**config.mk**
```make
export PLATFORM = sky130hd
export DESIGN_NAME = scale_sequencer
export DESIGN_NICKNAME = d
export VERILOG_FILES = /design/src/rtl/scale_sequencer.sv
export SDC_FILE = /design/constraint.sdc
export NUM_CORES = 1
export LEC_CHECK = 0
export CORE_UTILIZATION = 55
export CTS_CLUSTER_SIZE = 20
export DETAILED_ROUTE_END_ITERATION = 10
export GPL_TIMING_DRIVEN = 0
export PLACE_DENSITY = 0.79
export RECOVER_POWER = 50
export SLEW_MARGIN = 20
export SYNTH_ARGS = -nofsm -noshare
export SYNTH_HDL_FRONTEND = slang
export SYNTH_SLANG_ARGS = --single-unit
```
**constraint.sdc**
```tcl
create_clock -name clk_in -period 2.55 [get_ports clk_in]
set_clock_uncertainty 0.05 [all_clocks]
set_input_delay 0.51 -clock clk_in [delete_from_list [all_inputs] [get_ports clk_in]]
set_output_delay 0.51 -clock clk_in [all_outputs]
set_load 0.005 [all_outputs]
```
**src/rtl/scale_sequencer.sv**
```systemverilog
// scale_sequencer: safely reprograms the division ratio of an external clock divider.
// A new scale is only applied while the divider is held in reset, and the divider output
// is first waited low so the change never truncates a high phase of the divided clock.
module scale_sequencer #(
    parameter int WIDTH         = 8,
    parameter int DEFAULT_SCALE = 1,
    parameter int RST_CYCLES    = 2,
    parameter int GUARD_CYCLES  = 4,
    parameter int TIMEOUT       = 1024
) (
    input  logic             clk_in,
    input  logic             rst,
    input  logic             req_valid,
    input  logic [WIDTH-1:0] req_scale,
    output logic             req_ready,
    output logic             done,
    output logic             busy,
    output logic             err,
    output logic [WIDTH-1:0] cur_scale,
    input  logic             div_clk_out,
    output logic             div_nrst,
    output logic [WIDTH-1:0] div_scale
);

    localparam logic [1:0] ST_IDLE     = 2'd0;
    localparam logic [1:0] ST_WAIT_LOW = 2'd1;
    localparam logic [1:0] ST_HOLD_RST = 2'd2;
    localparam logic [1:0] ST_GUARD    = 2'd3;

    // Terminal counts: a phase lasting N cycles ends when the counter reads N-1.
    localparam logic [31:0] RST_LAST     = 32'(RST_CYCLES - 1);
    localparam logic [31:0] GUARD_LAST   = 32'(GUARD_CYCLES - 1);
    localparam logic [31:0] TIMEOUT_LAST = 32'(TIMEOUT - 1);

    localparam logic [WIDTH-1:0] RESET_SCALE = WIDTH'(DEFAULT_SCALE);

    logic [1:0]       state_q, state_d;
    logic [31:0]      cnt_q, cnt_d;
    logic [WIDTH-1:0] pend_scale_q, pend_scale_d;
    logic [WIDTH-1:0] cur_scale_q, cur_scale_d;
    logic [WIDTH-1:0] div_scale_q, div_scale_d;
    logic             done_q, done_d;
    logic             err_q, err_d;
    logic             notify_q, notify_d;
    logic             transfer;

    assign transfer = req_valid && (state_q == ST_IDLE);

    // Next-state logic: every state change clears the phase counter, and the divider scale
    // is only written on the edge that enters HOLD_RST so it never moves while running.
    always_comb begin
        state_d      = state_q;
        cnt_d        = cnt_q;
        pend_scale_d = pend_scale_q;
        cur_scale_d  = cur_scale_q;
        div_scale_d  = div_scale_q;
        done_d       = 1'b0;
        err_d        = err_q;
        notify_d     = notify_q;

        case (state_q)
            ST_IDLE: begin
                cnt_d = '0;
                if (transfer) begin
                    err_d = 1'b0;
                    if (req_scale == cur_scale_q) begin
                        done_d = 1'b1;
                    end else begin
                        pend_scale_d = req_scale;
                        notify_d     = 1'b1;
                        if (cur_scale_q == '0) begin
                            // A bypassed divider has no low phase to wait for.
                            state_d     = ST_HOLD_RST;
                            cur_scale_d = req_scale;
                            div_scale_d = req_scale;
                        end else begin
                            state_d = ST_WAIT_LOW;
                        end
                    end
                end
            end

            ST_WAIT_LOW: begin
                if (!div_clk_out) begin
                    state_d     = ST_HOLD_RST;
                    cnt_d       = '0;
                    cur_scale_d = pend_scale_q;
                    div_scale_d = pend_scale_q;
                end else if (cnt_q == TIMEOUT_LAST) begin
                    // Divider appears stuck high: flag it but still force the load.
                    state_d     = ST_HOLD_RST;
                    cnt_d       = '0;
                    err_d       = 1'b1;
                    cur_scale_d = pend_scale_q;
                    div_scale_d = pend_scale_q;
                end else begin
                    cnt_d = cnt_q + 32'd1;
                end
            end

            ST_HOLD_RST: begin
                if (cnt_q == RST_LAST) begin
                    state_d = ST_GUARD;
                    cnt_d   = '0;
                end else begin
                    cnt_d = cnt_q + 32'd1;
                end
            end

            ST_GUARD: begin
                if (cnt_q == GUARD_LAST) begin
                    state_d  = ST_IDLE;
                    cnt_d    = '0;
                    // Only loads that came from a request owe the requester a done pulse.
                    done_d   = notify_q;
                    notify_d = 1'b0;
                end else begin
                    cnt_d = cnt_q + 32'd1;
                end
            end

            default: begin
                state_d = ST_IDLE;
                cnt_d   = '0;
            end
        endcase
    end

    // State registers; reset parks the divider in reset with the default scale loaded.
    always_ff @(posedge clk_in) begin
        if (rst) begin
            state_q      <= ST_HOLD_RST;
            cnt_q        <= '0;
            pend_scale_q <= RESET_SCALE;
            cur_scale_q  <= RESET_SCALE;
            div_scale_q  <= RESET_SCALE;
            done_q       <= 1'b0;
            err_q        <= 1'b0;
            notify_q     <= 1'b0;
        end else begin
            state_q      <= state_d;
            cnt_q        <= cnt_d;
            pend_scale_q <= pend_scale_d;
            cur_scale_q  <= cur_scale_d;
            div_scale_q  <= div_scale_d;
            done_q       <= done_d;
            err_q        <= err_d;
            notify_q     <= notify_d;
        end
    end

    assign req_ready = (state_q == ST_IDLE);
    assign busy      = (state_q != ST_IDLE);
    assign div_nrst  = (state_q != ST_HOLD_RST);
    assign done      = done_q;
    assign err       = err_q;
    assign cur_scale = cur_scale_q;
    assign div_scale = div_scale_q;

endmodule
```
Yosys cells after proc, flatten, opt, wreduce, memory -nomap -nowiden
Cells that the tools add are included.
W data, S select, Z words.
{"block": "word_totals", "rom_bits": 0, "output_inout_bits": 21, "ff_bits": 53, "latch_bits": 0, "ramBits": 0, "mem_count": 0, "input_bits": 12, "elab_cells": 67}
{"block": "classes", "eq_ne": 16, "n_bitwise": 1, "n_div": 0, "n_addsub": 1, "n_mul": 0, "reduce_logical": 11, "shift": 0, "mux": 31, "order_cmp": 0}
{"operator": "$mux W32", "count": 4}
{"operator": "$pmux W32 S4", "count": 1}
{"operator": "$mux W8", "count": 5}
{"operator": "$add A32 B1 Y32 const B", "count": 1}
{"operator": "$eq A32 B1 Y1 const B", "count": 1}
{"operator": "$eq A32 B10 Y1 const B", "count": 1}
{"operator": "$eq A32 B2 Y1 const B", "count": 1}
{"operator": "$pmux W8 S2", "count": 1}
{"operator": "$mux W2", "count": 7}
{"operator": "$ne A2 B2 Y1 const B", "count": 6}
{"operator": "$reduce_and A5 Y1", "count": 2}
{"operator": "$mux W1", "count": 9}
{"operator": "$eq A8 B8 Y1", "count": 1}
{"operator": "$logic_not A8 Y1", "count": 1}
{"operator": "$pmux W2 S4", "count": 1}
{"operator": "$reduce_and A4 Y1", "count": 2}
{"operator": "$pmux W1 S2", "count": 3}
{"operator": "$reduce_bool A2 Y1", "count": 3}
{"operator": "$eq A2 B2 Y1 const B", "count": 2}
{"operator": "$ne A2 B1 Y1 const B", "count": 2}
{"operator": "$ne A3 B3 Y1 const B", "count": 1}
{"operator": "$reduce_and A3 Y1", "count": 1}
{"operator": "$eq A2 B1 Y1 const B", "count": 1}
{"operator": "$logic_not A2 Y1", "count": 1}
{"operator": "other kinds (2)", "count": 2}

Logic depth before layout (Yosys ltp)
Gate-level depths: netlist (run 1).
{"block": "logic_depth", "ltp_word": 5, "ltp_mapped": 9, "depth_no_buf": 7}

Worst setup path after synthesis (run 1)
Ideal clock, no wire load.
{"block": "synth_path", "path_type": "register to register", "from": "reg cnt_q[0]", "to": "reg div_scale_q[6] (netlist: div_scale[6])", "setup_slack_ns": 0.382, "path_buffers": 1, "required_time_ns": 2.421, "path_stages_with_launch": 9, "arrival_time_ns": 2.038, "synth_period_minus_slack_ns": 2.168, "path_cell_list": "dfxtp_1 -> ha_1 -> nand4_1 -> or3_4 -> o31a_1 -> a211oi_4 -> buf_4 -> nor2_1 -> a211oi_2"}
{"block": "synth_via", "elab_chain_cells": 3}
{"item": "start: declaration", "line_no": "38", "source": "logic [31:0] cnt_q, cnt_d;"}
{"item": "start signal: assignment", "line_no": "142", "source": "cnt_q <= cnt_d;"}
{"item": "$eq A32 B10 Y1", "line_no": "89", "source": "end else if (cnt_q == TIMEOUT_LAST) begin"}
{"item": "$ne A3 B3 Y1 (no line)"}
{"item": "$reduce_and A5 Y1 (no line)"}
{"item": "end signal: assignment", "line_no": "145", "source": "div_scale_q <= div_scale_d;"}
{"item": "end: declaration", "line_no": "41", "source": "logic [WIDTH-1:0] div_scale_q, div_scale_d;"}
No other way between the ends.
A chain may end at the register's enable or synchronous reset.

Worst setup path in the final report (run 1)
{"block": "layout_path", "from": "in req_scale[2]", "to": "reg div_scale_q[6] (netlist: div_scale[6])"}
{"block": "layout_via", "elab_chain_cells": 3}
{"item": "start: declaration", "line_no": "14", "source": "input logic [WIDTH-1:0] req_scale,"}
{"item": "$eq A8 B8 Y1", "line_no": "66", "source": "if (req_scale == cur_scale_q) begin"}
{"item": "$ne A2 B2 Y1 (no line)"}
{"item": "$reduce_and A5 Y1 (no line)"}
No other way between the ends.

==> impl_metrics.json, run 1 <==
{
  "outcome": "finished with violations",
  "violations": "design-rule violations",
  "yosys_warnings": 0,
  "dieHeight_um": 70.7,
  "post-place-ws_ns": -0.109,
  "synth-edff-count": 0,
  "reg2reg_depth": 8,
  "hold_path.class": "flop to flop",
  "layout.nets": 358,
  "hold_viol_final": 0,
  "synthArstFlopShare_pct": 0,
  "grt_pass1_vias": 1904,
  "place_area_um2": 2980,
  "yosysSeqAreaShare_pct": 40.8,
  "holdBufCountCts": 0,
  "max-clock-path-buffers": 2,
  "synth_ff_type": "dfxtp_1",
  "syn_area_per_cell_um2": 8.69,
  "path_clk_slew_ns": 0.08,
  "p_seq_share_pct": 44.0,
  "htreeDepth": 2,
  "dieArea_um2": 5000,
  "cp_max_fo": 10,
  "drtAntennaViolNets": 0,
  "clockRootBuffer": "clkbuf_8",
  "die_w_um": 70.7,
  "drive_gt1_share_pct": 9.38,
  "yosysTopAreaCell": "dfxtp_1",
  "ios": 33,
  "yosysTopAreaCellShare_pct": 40.8,
  "cts-buffers-inserted": 5,
  "max_cap_viol_count": 0,
  "crit_arrival_ns": 2.60,
  "worst_pin_slew_ns": 0.730,
  "utilization_pct": 70.0,
  "crit_required_ns": 2.73,
  "grt-ovfl-total": 0,
  "synth.area.top_cells": "dfxtp_1 (41%), xnor2_1 (9.1%), nor2_1 (9.0%)",
  "dp_hpwl_um": 3790,
  "synth.ff_latch_count": 53,
  "finalInstanceArea_um2": 3110,
  "clock_sink_count": 53,
  "initial_core_util_pct": 58.4,
  "path_cells": "dlygate4sd3_1 -> xnor2_1 -> nand4_1 -> o21bai_1 -> clkbuf_2 -> a211oi_4 -> buf_4 -> nor2_1 -> a211oi_2",
  "p_leak_uw": 0.00116,
  "synth_area_um2": 2600,
  "n_antenna_cell": 0,
  "whs_ns": 0.425,
  "worstSetupPathType": "primary input to flop",
  "grt_pass1_wl_um": 8830,
  "firstDrtPassIters": 7,
  "max_stage_delay_ns": 0.59,
  "drc": 8,
  "antenna_found_initial": 0,
  "globalplace.congestion": 0.796,
  "cp-end-kind": "flop",
  "power_frac_comb_pct": 34.2,
  "num_rows": 24,
  "wl_um": 5240,
  "fmax_mhz": 412,
  "clkPwrFrac_pct": 21.9,
  "vias": 2149,
  "finalMaxSlewViolations": 0,
  "holdPathStages": 1,
  "clk_latency_ns": 0.31,
  "cp-start-kind": "primary input",
  "tritoncts": "yes",
  "fin_ws_ns": 0.125,
  "drt_iter0_markers": 97,
  "ir_drop_uv": 472,
  "area_growth_syn_to_layout_pct": 19.8,
  "slew_headroom_pct": 51.4,
  "track_usage_pct": 22.2,
  "p_sw_uw": 716,
  "routed_via_density": 5.47,
  "critPathSlowestCell": "dlygate4sd3_1",
  "fp.coreArea_um2": 4440,
  "internal_power_uw": 1510,
  "post-route-period-util_pct": 95.1,
  "synth_cell_types": 42,
  "post_drt_wl_per_cell_um": 13.3,
  "swShare_pct": 32.2,
  "grt_max_degree": 17,
  "setup_viol": 0,
  "pwr_density_cell_nw_per_um2": 716,
  "port_buffers": 32,
  "syn_inst": 299,
  "timing.final.crit_period_ns": 2.42,
  "syn-num-nets": 317
}
worst paths after layout:
| kind | start | end | slack [ns] |
|---|---|---|---|
| worst max-delay path | req_scale[2] | div_scale[6] | 0.13 |
| worst min-delay path | cnt_q[0] | cnt_q[0] | 0.42 |
| worst max register to register | cnt_q[0] | cnt_q[28] | 0.15 |
| worst min register to register | cnt_q[0] | cnt_q[0] | 0.42 |
layer usage:
layer	track usage [%]	vias to the layer above	part of all wire, %
met2	34.6	34	45
met1	31.0	1010	50
met5	0	-	0
met4	7.56	0	1.2
met3	4.27	7	3.3
li1	-	1098	-
synthesized netlist by cell type (2+ instances only):
library cell / count
nor2_1: 62
dfxtp_1: 53
xnor2_1: 27
mux2i_1: 15
nand2_1: 15
nand3_1: 13
xor2_1: 11
inv_1: 10
nor4_1: 10
buf_4: 9
nor3_1: 9
nand4_1: 8
a211oi_1: 7
a21oi_1: 6
ha_1: 6
and3_1: 5
buf_2: 4
clkbuf_1: 3
a31oi_1: 2
nand2b_1: 2
power groups by stage:
stage	combinational [µW]	clock, µW	sequential [µW]
finish	762	487	980
global route	837	537	995
CTS	768	502	981
detailed placement	762	0	1000
global placement	751	0	996
floorplan	471	0	988
what timing repair did:
action	4_1_cts	5_1_grt
endpoints found under the setup margin	0	33
setup buffers	0	2
gates resized for setup	0	5
flip-flops by register name, indices dropped and copies added, names as in the netlist:
name / count
cnt_q: 32
div_scale: 8
pend_scale_q: 8
state_q: 2
done: 1
err: 1
notify_q: 1
final cells by class:
| type | instances | area (µm²) |
|---|---|---|
| Multi-Input combinational cell | 219 | 1410 |
| Fill cell | 348 | 1330 |
| Sequential cell | 53 | 1060 |
| Timing Repair Buffer | 34 | 335 |
| Buffer | 17 | 105 |
| Clock buffer | 6 | 82.6 |
| Tap cell | 52 | 65.1 |
| Inverter | 10 | 37.5 |
| Clock inverter | 2 | 13.8 |
through the flow:
| stage | power [µW] | cells | TNS (ns) |
|---|---|---|---|
| after floorplan | 1460 | 299 | 0 |
| after global placement | 1750 | 383 | -0.156 |
| after detailed placement | 1760 | 383 | -0.259 |
| after CTS | 2250 | 391 | 0 |
| after global routing | 2370 | 393 | -0.00861 |
| final | 2230 | 393 | 0 |
cells in the final DEF, fill, tap and decap left out, types with 2 or more instances in the layout:
master and n:
nand2_1 15, nand2b_1 2, nor4_2 2, clkbuf_8 6, ha_1 5, clkbuf_4 8, nand3_1 13, a21oi_1 6
nor4_1 8, and3_1 5, a211oi_1 7, inv_1 10, xor2_1 11, clkdlybuf4s50_1 18, clkbuf_1 4, dfxtp_1 53
nor3_1 9, xnor2_1 27, dlygate4sd3_1 14, a31oi_1 2, nor2_1 62, buf_4 4, buf_2 2, mux2i_1 15
nand4_1 8
critical path, delay by kind of cell:
family / cells / cell delay [ns]
AND/OR/NAND/NOR: 2 / 0.23
buffers and inverters: 3 / 1.11
XOR/XNOR: 1 / 0.14
AO/OA/AOI/OAI: 3 / 0.61
cells by family (layout without fill, tap and decap cells):
family / count (synthesis) / in the layout / synth area share [%]
compound gates: 28 / 28 / 8.19
xor+xnor: 38 / 38 / 12.8
simple gates: 132 / 132 / 24.1
fa+ha+maj: 6 / 6 / 2.89
flops: 53 / 53 / 40.8
buf+inv: 27 / 69 / 5.39
mux: 15 / 15 / 5.78
No activity file was read; power rests on OpenSTA's default activity.
==> run 2, diff against run 1 <==
--- a/config.mk
+++ b/config.mk
@@ -5,6 +5,7 @@
 export SDC_FILE = /design/constraint.sdc
 export NUM_CORES = 1
 export LEC_CHECK = 0
+export CORE_ASPECT_RATIO = 0.5
 export CORE_UTILIZATION = 55
 export CTS_CLUSTER_SIZE = 20
 export DETAILED_ROUTE_END_ITERATION = 10
==> run 2 against run 1 <==
Against the previous run: the run now ends clean; core utilization increased by 0.60 points; cell count increased by 1.3%; register-to-register slack better by 0.02 ns; largest power group unchanged; highest routed layer unchanged.
==> impl_metrics.json, run 2 (same netlist as run 1, synthesis figures left out) <==
{
  "instances_no_fill": 398,
  "wl_um": 5310,
  "fmax_mhz": 420,
  "dp_hpwl_um": 3890,
  "crit_arrival_ns": 2.54,
  "post-route-period-util_pct": 93.5,
  "clockRootBuffer": "clkbuf_8",
  "worst-path-stages": 8,
  "cp-start-kind": "flop",
  "path_cells": "ha_4 -> nand4_1 -> or3_4 -> o31a_1 -> a21oi_2 -> a211o_1 -> clkbuf_4 -> nor2_1",
  "fp.coreArea_um2": 4470,
  "p_seq_share_pct": 42.3,
  "antenna_found_initial": 0,
  "clkPwrFrac_pct": 24.8,
  "dieHeight_um": 50.6,
  "port_buffers": 32,
  "dieArea_um2": 5020,
  "initial_core_util_pct": 58.2,
  "grt-ovfl-total": 0,
  "drc": 0,
  "cp-end-kind": "flop",
  "pwr_density_cell_nw_per_um2": 738,
  "dpl.cell_count": 388,
  "max_stage_delay_ns": 0.43,
  "critPathSlowestCell": "dfxtp_1",
  "track_usage_pct": 22.7,
  "area_growth_syn_to_layout_pct": 21.4,
  "internal_power_uw": 1600,
  "rsz0062_at_grt": "false",
  "vias": 2172,
  "drt_iter0_markers": 106,
  "drtAntennaViolNets": 0,
  "max-clock-path-buffers": 2,
  "clk_latency_ns": 0.31,
  "max_cap_viol_count": 0,
  "top_register": "cnt_q",
  "swShare_pct": 31.4,
  "num_rows": 17,
  "timing.final.crit_period_ns": 2.38,
  "holdBufCountCts": 0,
  "outcome": "complete, no violations",
  "report.power.total_uw": 2330,
  "finalInstanceArea_um2": 3150,
  "firstDrtPassIters": 4,
  "worst_pin_slew_ns": 0.674,
  "largest_reg_flops": 32,
  "place_area_um2": 2990,
  "worstSetupPathType": "flop to flop",
  "grt_pass1_wl_um": 8920,
  "htreeDepth": 2,
  "slew_headroom_pct": 55.1,
  "die_w_um": 99.2,
  "reg2reg_depth": 8,
  "p_sw_uw": 731,
  "path_clk_slew_ns": 0.10,
  "finalMaxSlewViolations": 0,
  "hold_viol_final": 0,
  "layout.nets": 358,
  "grt_pass1_vias": 2002,
  "cts-buffers-inserted": 5,
  "crit_family": "compound AO/OA/AOI/OAI gates",
  "cp_max_fo": 10,
  "ios": 33,
  "fillers": 338,
  "routed_via_density": 5.46,
  "clock_sink_count": 53,
  "final_common_cell": "nor2_1",
  "crit_buf_inv": 1,
  "holdPathStages": 2,
  "grt_max_degree": 18,
  "drive_gt1_share_pct": 9.97,
  "ir_drop_uv": 311,
  "power_frac_comb_pct": 32.9,
  "post_drt_wl_per_cell_um": 13.3,
  "tritoncts": "yes",
  "n_antenna_cell": 0,
  "p_leak_uw": 0.00117,
  "setup_viol": 0,
  "crit_required_ns": 2.71,
  "hold_path.class": "flop to flop",
  "globalplace.congestion": 0.838,
  "mostFrequentLayoutCells": "nor2_1 (62), dfxtp_1 (53), xnor2_1 (27)"
}
[run 2: cell count changes in the layout (fill, tap and decap cells not counted), sizes merged]
cell and change:
clkinv -1, clkbuf -1, bufinv +1, clkinvlp +1
[run 2: path summary, 6_finish.rpt]
kind,startpoint,end,slack (ns)
min,notify_q,notify_q,0.45
max reg2reg,cnt_q[0],cnt_q[20],0.17
max,cnt_q[0],cnt_q[20],0.17
min reg2reg,notify_q,notify_q,0.45
[run 2: final cells by class]
class / instances / area [µm²] / share of cell area, %
Buffer: 16 / 106 / 3.37
Clock buffer: 5 / 68.8 / 2.18
Clock inverter: 3 / 46.3 / 1.47
Inverter: 10 / 37.5 / 1.19
Multi-Input combinational cell: 219 / 1420 / 45.0
Sequential cell: 53 / 1060 / 33.6
Tap cell: 57 / 71.3 / 2.26
Timing Repair Buffer: 35 / 343 / 10.9
[run 2: routing by layer]
| layer | vias up | share of wire (%) | GRT usage [%] |
|---|---|---|---|
| li1 | 1095 | - | - |
| met1 | 1014 | 51 | 29.5 |
| met2 | 58 | 44 | 37.2 |
| met3 | 5 | 4.8 | 5.85 |
| met4 | 0 | 0.75 | 7.84 |
| met5 | - | 0 | 0 |
[run 2: power by group through the flow]
stage          registers (µW)  logic, µW  clock network [µW]
5_1_grt                   997        843                 627
3_3_place_gp              995        740                   0
4_1_cts                   982        762                 587
3_5_place_dp             1000        758                   0
2_1_floorplan             988        471                   0
6_report                  985        766                 578
[run 2: repair_timing]
item                       in CTS  in global routing
setup endpoints to repair       0                 34
resized for setup               0                  8
setup buffers                   0                  3
[run 2: tightest hold or removal path, delay by kind of cell, from the launching register on]
kind | cells | cell delay [ns]
flops | 1 | 0.34
simple gates | 1 | 0.07
compound gates | 1 | 0.05
[run 2: metrics by stage]
| stage | TNS [ns] | utilization [%] | hold WS [ns] | setup WS [ns] |
|---|---|---|---|---|
| 5_1_grt | 0 | 70.6 | 0.459 | 0.0542 |
| 6_report | 0 | 70.6 | 0.450 | 0.167 |
| 3_5_place_dp | -0.403 | 66.9 | 0.403 | -0.0852 |
| 3_3_place_gp | -0.0534 | 66.9 | 0.388 | -0.0415 |
| 4_1_cts | 0 | 69.5 | 0.426 | 0.0668 |
| 2_1_floorplan | 0 | - | 0.380 | 0.382 |
==> run 3, diff against run 2 <==
--- a/config.mk
+++ b/config.mk
@@ -6,11 +6,11 @@
 export NUM_CORES = 1
 export LEC_CHECK = 0
 export CORE_ASPECT_RATIO = 0.5
-export CORE_UTILIZATION = 55
+export CORE_UTILIZATION = 52
 export CTS_CLUSTER_SIZE = 20
 export DETAILED_ROUTE_END_ITERATION = 10
 export GPL_TIMING_DRIVEN = 0
-export PLACE_DENSITY = 0.79
+export PLACE_DENSITY = 0.76
 export RECOVER_POWER = 50
 export SLEW_MARGIN = 20
 export SYNTH_ARGS = -nofsm -noshare
==> run 3 against run 2 <==
Against the previous run: worst setup slack lost 0.032 ns; flip-flop and latch count is the same; global-route usage shrank 0.22 points; hold slack lost 0.012 ns; sequential share of layout area shrank 0.16 points; final area grew 0.48%; sequential power is essentially flat; largest cell class unchanged.
==> impl_metrics.json, run 3 (same netlist as run 1, synthesis figures left out) <==
{
  "dp_hpwl_um": 3950,
  "area_growth_syn_to_layout_pct": 22.0,
  "die_w_um": 102,
  "top_register": "cnt_q",
  "path_cells": "ha_2 -> nand4_1 -> or3_4 -> o31a_1 -> a211oi_4 -> buf_4 -> nor2_1 -> a211oi_2",
  "drive_gt1_share_pct": 9.68,
  "dpl.cell_count": 397,
  "ios": 33,
  "reg2reg_depth": 8,
  "path_clk_slew_ns": 0.09,
  "ir_drop_uv": 289,
  "routed_via_density": 5.32,
  "n_antenna_cell": 0,
  "p_leak_uw": 0.00117,
  "initial_core_util_pct": 56.5,
  "min-delay-start": "cnt_q[0]",
  "track_usage_pct": 22.5,
  "drc": 0,
  "drtAntennaViolNets": 0,
  "hold_path.class": "flop to flop",
  "cts-buffers-inserted": 5,
  "final_common_cell": "nor2_1",
  "grt-ovfl-total": 0,
  "cp-end-kind": "flop",
  "dieArea_um2": 5300,
  "worstSetupPathType": "flop to flop",
  "setup_viol": 0,
  "whs_ns": 0.437,
  "cp_max_fo": 10,
  "firstDrtPassIters": 4,
  "grt_pass1_wl_um": 8980,
  "dieHeight_um": 52.0,
  "max-clock-path-buffers": 2,
  "vias": 2164,
  "antenna_found_initial": 0,
  "instances_no_fill": 407,
  "post_drt_wl_per_cell_um": 13.5,
  "outcome": "complete, no violations",
  "mostFrequentLayoutCells": "nor2_1 (62), dfxtp_1 (53), xnor2_1 (27)",
  "pwr_density_cell_nw_per_um2": 747,
  "htreeDepth": 2,
  "timing.final.crit_period_ns": 2.41,
  "reg2reg_to": "div_scale[6]",
  "grt_max_degree": 17,
  "hold_path_end": "cnt_q[0]",
  "max_cap_viol_count": 0,
  "num_rows": 17,
  "holdBufCountCts": 0,
  "wl_um": 5490,
  "crit_arrival_ns": 2.60,
  "globalplace.congestion": 0.821,
  "fp.coreArea_um2": 4590,
  "slew_headroom_pct": 54.5,
  "holdPathStages": 1,
  "drt_iter0_markers": 75,
  "critPathSlowestCell": "dfxtp_1",
  "crit_required_ns": 2.74,
  "post-route-period-util_pct": 94.7,
  "clock_sink_count": 53,
  "tritoncts": "yes",
  "cp-start-kind": "flop",
  "clockRootBuffer": "clkbuf_8",
  "r2r_setup_slack_ns": 0.14,
  "grt_pass1_vias": 2018,
  "r2r-start": "cnt_q[0]",
  "fmax_mhz": 414,
  "max_stage_delay_ns": 0.39,
  "finalMaxSlewViolations": 0,
  "hold_viol_final": 0,
  "layout.nets": 358,
  "worst_pin_slew_ns": 0.682,
  "port_buffers": 32,
  "rsz0062_at_grt": "false",
  "fillers": 385,
  "largest_reg_flops": 32,
  "clk_latency_ns": 0.32,
  "setup_tns_ns": 0
}
[run 3: worst max-delay path: cells and delay by family (launching register included)]
| kind | cells | cell delay, ns |
|---|---|---|
| adders and majority gates | 1 | 0.26 |
| and+or+nand+nor | 3 | 0.59 |
| buffers and inverters | 1 | 0.23 |
| DFF | 1 | 0.39 |
| AOI/OAI and AO/OA | 3 | 0.83 |
[run 3: metal layers]
| layer | vias to the layer above | track usage (%) | part of all wire (%) |
|---|---|---|---|
| met3 | 10 | 4.70 | 4.7 |
| met2 | 51 | 39.0 | 45 |
| met1 | 1010 | 27.8 | 48 |
| met4 | 0 | 9.05 | 1.5 |
| met5 | - | 0 | 0 |
| li1 | 1093 | - | - |
[run 3: how the worst max path moves through the flow]
stage | cells after the start | end | start
finish | 8 | div_scale[6] | cnt_q[0]
global route | 8 | cnt_q[5] | cnt_q[0]
CTS | 8 | cnt_q[5] | cnt_q[0]
detailed placement | 8 | div_scale[2] | req_scale[7]
global placement | 9 | div_scale[6] | req_scale[7]
floorplan | 8 | div_scale[6] | cnt_q[0]
[run 3: report_power, final]
part	switching (µW)	internal [µW]	leakage, µW
Sequential	79.5	902	0.000429
Combinational	374	410	0.000684
Clock	283	319	0.0000574
Total	737	1630	0.00117
[run 3: layout make-up]
class                      instances  area (µm²)  area share (%)
buffer                            16         106            3.36
clock inverter                     2        37.5            1.18
multi-input combinational        219        1420            44.8
tap                               66        82.6            2.61
inverter                          10        37.5            1.18
clock buffer                       6        82.6            2.61
timing repair buffer              35         343            10.8
sequential                        53        1060            33.5
[run 3: stage by stage]
step                setup WS (ns)  power [µW]  utilization, %  cell area, µm²
finish                      0.135        2370            69.0            3170
global route               0.0297        2510            69.0            3170
CTS                        0.0728        2360            67.9            3120
detailed placement        -0.0736        1760            65.3            3000
global placement          -0.0388        1740            65.3            3000
floorplan                   0.382        1460               -            2600
[run 3: repair_timing]
item / 4_1_cts / 5_1_grt
buffers inserted: 0 / 3
gates resized for setup: 0 / 7
endpoints found under the setup margin: 0 / 33
==> RTL edit 1: new RTL, settings of run 2 <==
The parameter `WIDTH` goes from 8 to 10.
--- a/src/rtl/scale_sequencer.sv
+++ b/src/rtl/scale_sequencer.sv
@@ -4,3 +4,3 @@
 module scale_sequencer #(
-    parameter int WIDTH         = 8,
+    parameter int WIDTH         = 10,
     parameter int DEFAULT_SCALE = 1,
Ports: changed (resized cur_scale, div_scale and req_scale); port bits go from 33 to 39. No check against the original RTL was run, so the function may have changed too.
==> RTL edit 1 against run 2 <==
Sequential share of layout area shrank 2.2 points. Design area grew 15%. Setup slack lost 0.053 ns. Sequential cell count grew 4. Synthesized area grew 15%. Cell count grew 17%. Sequential power grew 5%. Power grew 9.8%. Wire length grew 29%. Highest routed layer unchanged.
==> RTL edit 1: results (changes against run 2) <==
Status: finished, final reports clean (unchanged)
Post-Synth XOR/XNOR Area: 0.1174 (was 0.1281)
Comb power: 769 µW (was 766 µW)
Family with the most delay on the worst path: simple AND/OR/NAND/NOR gates (was compound AO/OA/AOI/OAI gates)
Routed metal-1 wirelength: 3.184 mm (was 2.692 mm)
First-pass GRT wire length: 11.13 mm (was 8.921 mm)
Post-synthesis cell type count: 41 (was 42)
VDD IR max: 0.3538 mV (was 0.3112 mV)
Final GP Congestion: 0.8723 (was 0.8378)
Seq Cell Count: 57 (was 53)
Met1 Use GR: 0.2947 (was 0.2950)
Syn Nets: 362 (was 317)
Clk tree area frac: 0.04793 (was 0.03649)
Total track usage: 0.2540 (was 0.2272)
Critical-path top delay cell: nor4_1 (was dfxtp_1)
Met3 usage: 0.07627 (was 0.05850)
Adder-cell area share of the yosys netlist: 0.02515 (was 0.02890)
Critical path origin: req_scale[8] (was cnt_q[0]$_SDFF_PP0_)
Chip width: 106.2 µm (was 99.19 µm)
Max frequency: 410.6 MHz (was 419.6 MHz)
Fill count: 405 (was 338)
Worst R2R End: state_q[0]$_SDFFE_PP0P_ (was cnt_q[20]$_SDFF_PP0_)
HPWL Detailed: 4.917 mm (was 3.891 mm)
Final Non-Filler Cells: 465 (was 398)
M2 GR Usage: 0.4621 (was 0.3718)
Non-clock buffers: 66 (was 51)
Total Routed Length: 6.861 mm (was 5.305 mm)
PortBufs: 37 (was 32)
Drt initial violations: 116 (was 106)
Max stage delay on crit path: 0.58 ns (was 0.43 ns)
Pre-CTS setup slack: -0.1651 ns (was -0.08520 ns)
Dpl cells: 449 (was 388)
Max-slew headroom: 0.4865 (was 0.5506)
Cell Area, Placed: 3443 µm² (was 2989 µm²)
Vias in the first global route: 2450 (was 2002)
Worst setup path endpoint: div_scale[0]$_SDFFE_PP1P_ (was cnt_q[20]$_SDFF_PP0_)
Power density over cell area: 704.5 nW/µm² (was 738.3 nW/µm²)
Number of buffers created by CTS: 9 (was 5)
Clock-pin slew on the worst setup and hold paths: 0.07 ns (was 0.10 ns)
Core Util, Final: 0.7160 (was 0.7062)
Worst skew pair latency: 0.34 ns (was 0.31 ns)
Synth top area cells: dfxtp_1 38%, mux2i_1 7.4%, nor2_1 6.8% (was dfxtp_1 41%, xnor2_1 9.1%, nor2_1 9.0%)
Synth Area per Inst: 8.729 µm² (was 8.687 µm²)
Largest net degree at the start of global routing: 11 (was 18)
H-Tree Depth: 3 (was 2)
NumNets Final: 410 (was 358)
WL met3: 359 µm (was 256 µm)
Via count: 2615 (was 2172)
-- RTL edit 1: cell types whose count changed in the layout (fill, tap and decap cells not counted), moves of 6 or more --
cell | before | now
xor2_1 | 11 | 19
clkbuf_1 | 3 | 13
and4_1 | 1 | 10
nor4_1 | 7 | 15
xnor2_1 | 27 | 21
a21oi_1 | 6 | 0
clkbuf_8 | 5 | 11
nor2_1 | 62 | 54
a31oi_1 | 2 | 12
nor3_1 | 9 | 18
mux2i_1 | 15 | 22
a211oi_1 | 7 | 0
-- RTL edit 1: repair_timing --
| action | 4_1_cts | 5_1_grt |
|---|---|---|
| endpoints found under the setup margin | 0 | 30 |
| hold endpoints to repair | 0 | 0 |
| gates resized for setup | 0 | 2 |
| hold buffers | 0 | 0 |
-- RTL edit 1: worst min-delay path by stage --
| stage | from | endpoint | slack, ns | depth (start not counted) |
|---|---|---|---|---|
| 2_1_floorplan | pend_scale_q[0]$_SDFFE_PP1P_ | pend_scale_q[0]$_SDFFE_PP1P_ | 0.39 | 2 |
| 3_3_place_gp | pend_scale_q[0]$_SDFFE_PP1P_ | pend_scale_q[0]$_SDFFE_PP1P_ | 0.41 | 2 |
| 3_5_place_dp | pend_scale_q[0]$_SDFFE_PP1P_ | pend_scale_q[0]$_SDFFE_PP1P_ | 0.42 | 2 |
| 4_1_cts | pend_scale_q[0]$_SDFFE_PP1P_ | pend_scale_q[0]$_SDFFE_PP1P_ | 0.44 | 2 |
| 5_1_grt | cnt_q[0]$_SDFF_PP0_ | cnt_q[0]$_SDFF_PP0_ | 0.45 | 1 |
| 6_report | pend_scale_q[0]$_SDFFE_PP1P_ | pend_scale_q[0]$_SDFFE_PP1P_ | 0.44 | 2 |
==> RTL edit 2: new RTL, config.mk and constraints of run 2 <==
Made on the original files. Register the output `err` once more, without a reset; this adds one clock of latency there. The other outputs are not delayed to match.
--- a/src/rtl/scale_sequencer.sv
+++ b/src/rtl/scale_sequencer.sv
@@ -155,3 +155,5 @@
     assign done      = done_q;
-    assign err       = err_q;
+    always_ff @(posedge clk_in) begin
+        err <= err_q;
+    end
     assign cur_scale = cur_scale_q;
Formal check against the unedited RTL: same outputs for any inputs over 10 cycles, from zero or initial values and one cycle with rst high; that may be too few to reach the edited logic, so the function may still have changed.
==> RTL edit 2 against run 2 <==
Critical path depth stayed put. Combinational power is 2.9% higher. Sequential cell count is 1 higher. Largest power group unchanged. Non-clock buffer count stayed put. Via count is 0.64% lower. First-iteration DRC count is 25% lower. Wire length is 5.9% higher. Clock power is 4.2% lower. Synthesized area is 0.77% higher. Setup slack worse by 0.027 ns. Power is 0.71% higher. Worst hold slack worse by 0.14 ns. Cell count is 2.5% higher. Design area is 0.52% higher.
==> RTL edit 2: results (changes against run 2) <==
Status: finished, final reports clean (unchanged)
First-pass GRT wire length: 9.273 mm (was 8.921 mm)
Met3 usage: 0.05432 (was 0.05850)
Cell Int Power: 1.603 mW (was 1.598 mW)
Max stage delay on crit path: 0.39 ns (was 0.43 ns)
WL met3: 146 µm (was 256 µm)
Via count: 2158 (was 2172)
Share of cells above drive strength 1: 0.09064 (was 0.09971)
Final GP Congestion: 0.8051 (was 0.8378)
H-Tree Depth: 2 (unchanged)
Drt initial violations: 79 (was 106)
Clock-pin slew on the worst setup and hold paths: 0.09 ns
Pleak: 1.167 nW (was 1.170 nW)
Yosys warns: 0 (unchanged)
Synth top area cells: dfxtp_1 41%, xnor2_1 9.0%, nor2_1 8.9% (was dfxtp_1 41%, xnor2_1 9.1%, nor2_1 9.0%)
Largest net degree at the start of global routing: 16 (was 18)
Dpl cells: 398 (was 388)
HPWL Detailed: 4.010 mm (was 3.891 mm)
Syn Nets: 318 (was 317)
Worst path arrival time: 2.56 ns (was 2.54 ns)
Post-Synth XOR/XNOR Area: 0.1272 (was 0.1281)
Max-slew headroom: 0.5278 (was 0.5506)
Peak fanout along the critical path: 10 (unchanged)
Met1 Use GR: 0.2924 (was 0.2950)
Total track usage: 0.2403 (was 0.2272)
NumNets Final: 359 (was 358)
Routed metal-1 wirelength: 2.694 mm (was 2.692 mm)
M2 GR Usage: 0.4236 (was 0.3718)
Post-synthesis mux area share: 0.05736 (was 0.05780)
Compound-Gate Fraction of Synth Area: 0.08126 (was 0.08189)
Vias in the first global route: 2023 (was 2002)
Cell Area, Placed: 3020 µm² (was 2989 µm²)
Fill count: 356 (was 338)
Total Routed Length: 5.616 mm (was 5.305 mm)
Pre-CTS setup slack: -0.1419 ns (was -0.08520 ns)
Seq/Total Area, Yosys: 0.4130 (was 0.4085)
Top cells by count, synth: 62 x nor2_1, 54 x dfxtp_1, 27 x xnor2_1, 15 x mux2i_1, 15 x nand2_1 (was 62 x nor2_1, 53 x dfxtp_1, 27 x xnor2_1, 15 x mux2i_1, 15 x nand2_1)
Routed wl met2: 2.675 mm (was 2.315 mm)
Largest family of logic cells by synthesized area: simple AND/OR/NAND/NOR gates (unchanged)
Adder-cell area share of the yosys netlist: 0.02868 (was 0.02890)
VDD IR max: 0.3467 mV (was 0.3112 mV)
[RTL edit 2: area by class of cell]
class                   count  area, µm²  share of cell area
multi-input cells         219       1413              0.4455
plain buffers              17      111.4             0.03512
flip-flops and latches     54       1081              0.3410
inverters                  10      37.54             0.01184
clock buffers               8      110.1             0.03473
repair buffers             34      335.3              0.1058
well taps                  66      82.58             0.02605
[RTL edit 2: cells by family (layout without fill, tap and decap cells)]
family          count (synthesis)  in the layout
simple gates                  132            132
flops                          54             54
xor+xnor                       38             38
compound gates                 28             28
buf+inv                        27             69
mux                            15             15
fa+ha+maj                       6              6
[RTL edit 2: through the flow]
| stage | total power [mW] | utilization |
|---|---|---|
| after global routing | 2.479 | 0.7064 |
| after detailed placement | 1.781 | 0.6730 |
| after floorplan | 1.478 | - |
| final | 2.345 | 0.7064 |
| after CTS | 2.332 | 0.6975 |
| after global placement | 1.754 | 0.6730 |
[RTL edit 2: power groups by stage]
stage	clock [mW]	sequential, mW	combinational (mW)
2_1_floorplan	0	1.01	0.471
5_1_grt	0.599	1.02	0.865
6_report	0.554	1.00	0.788
4_1_cts	0.561	1.00	0.767
3_5_place_dp	0	1.02	0.757
3_3_place_gp	0	1.01	0.739
[RTL edit 2: worst paths after layout]
path / slack (ns) / startpoint / depth (start not counted) / endpoint
worst max-delay path: 0.14 / cnt_q[0]$_SDFF_PP0_ / 8 / cnt_q[5]$_SDFF_PP0_
worst min-delay path: 0.31 / err_q$_SDFFE_PP0P_ / 0 / err$_DFF_P_
worst max register to register: 0.14 / cnt_q[0]$_SDFF_PP0_ / 8 / cnt_q[5]$_SDFF_PP0_
worst min register to register: 0.31 / err_q$_SDFFE_PP0P_ / 0 / err$_DFF_P_
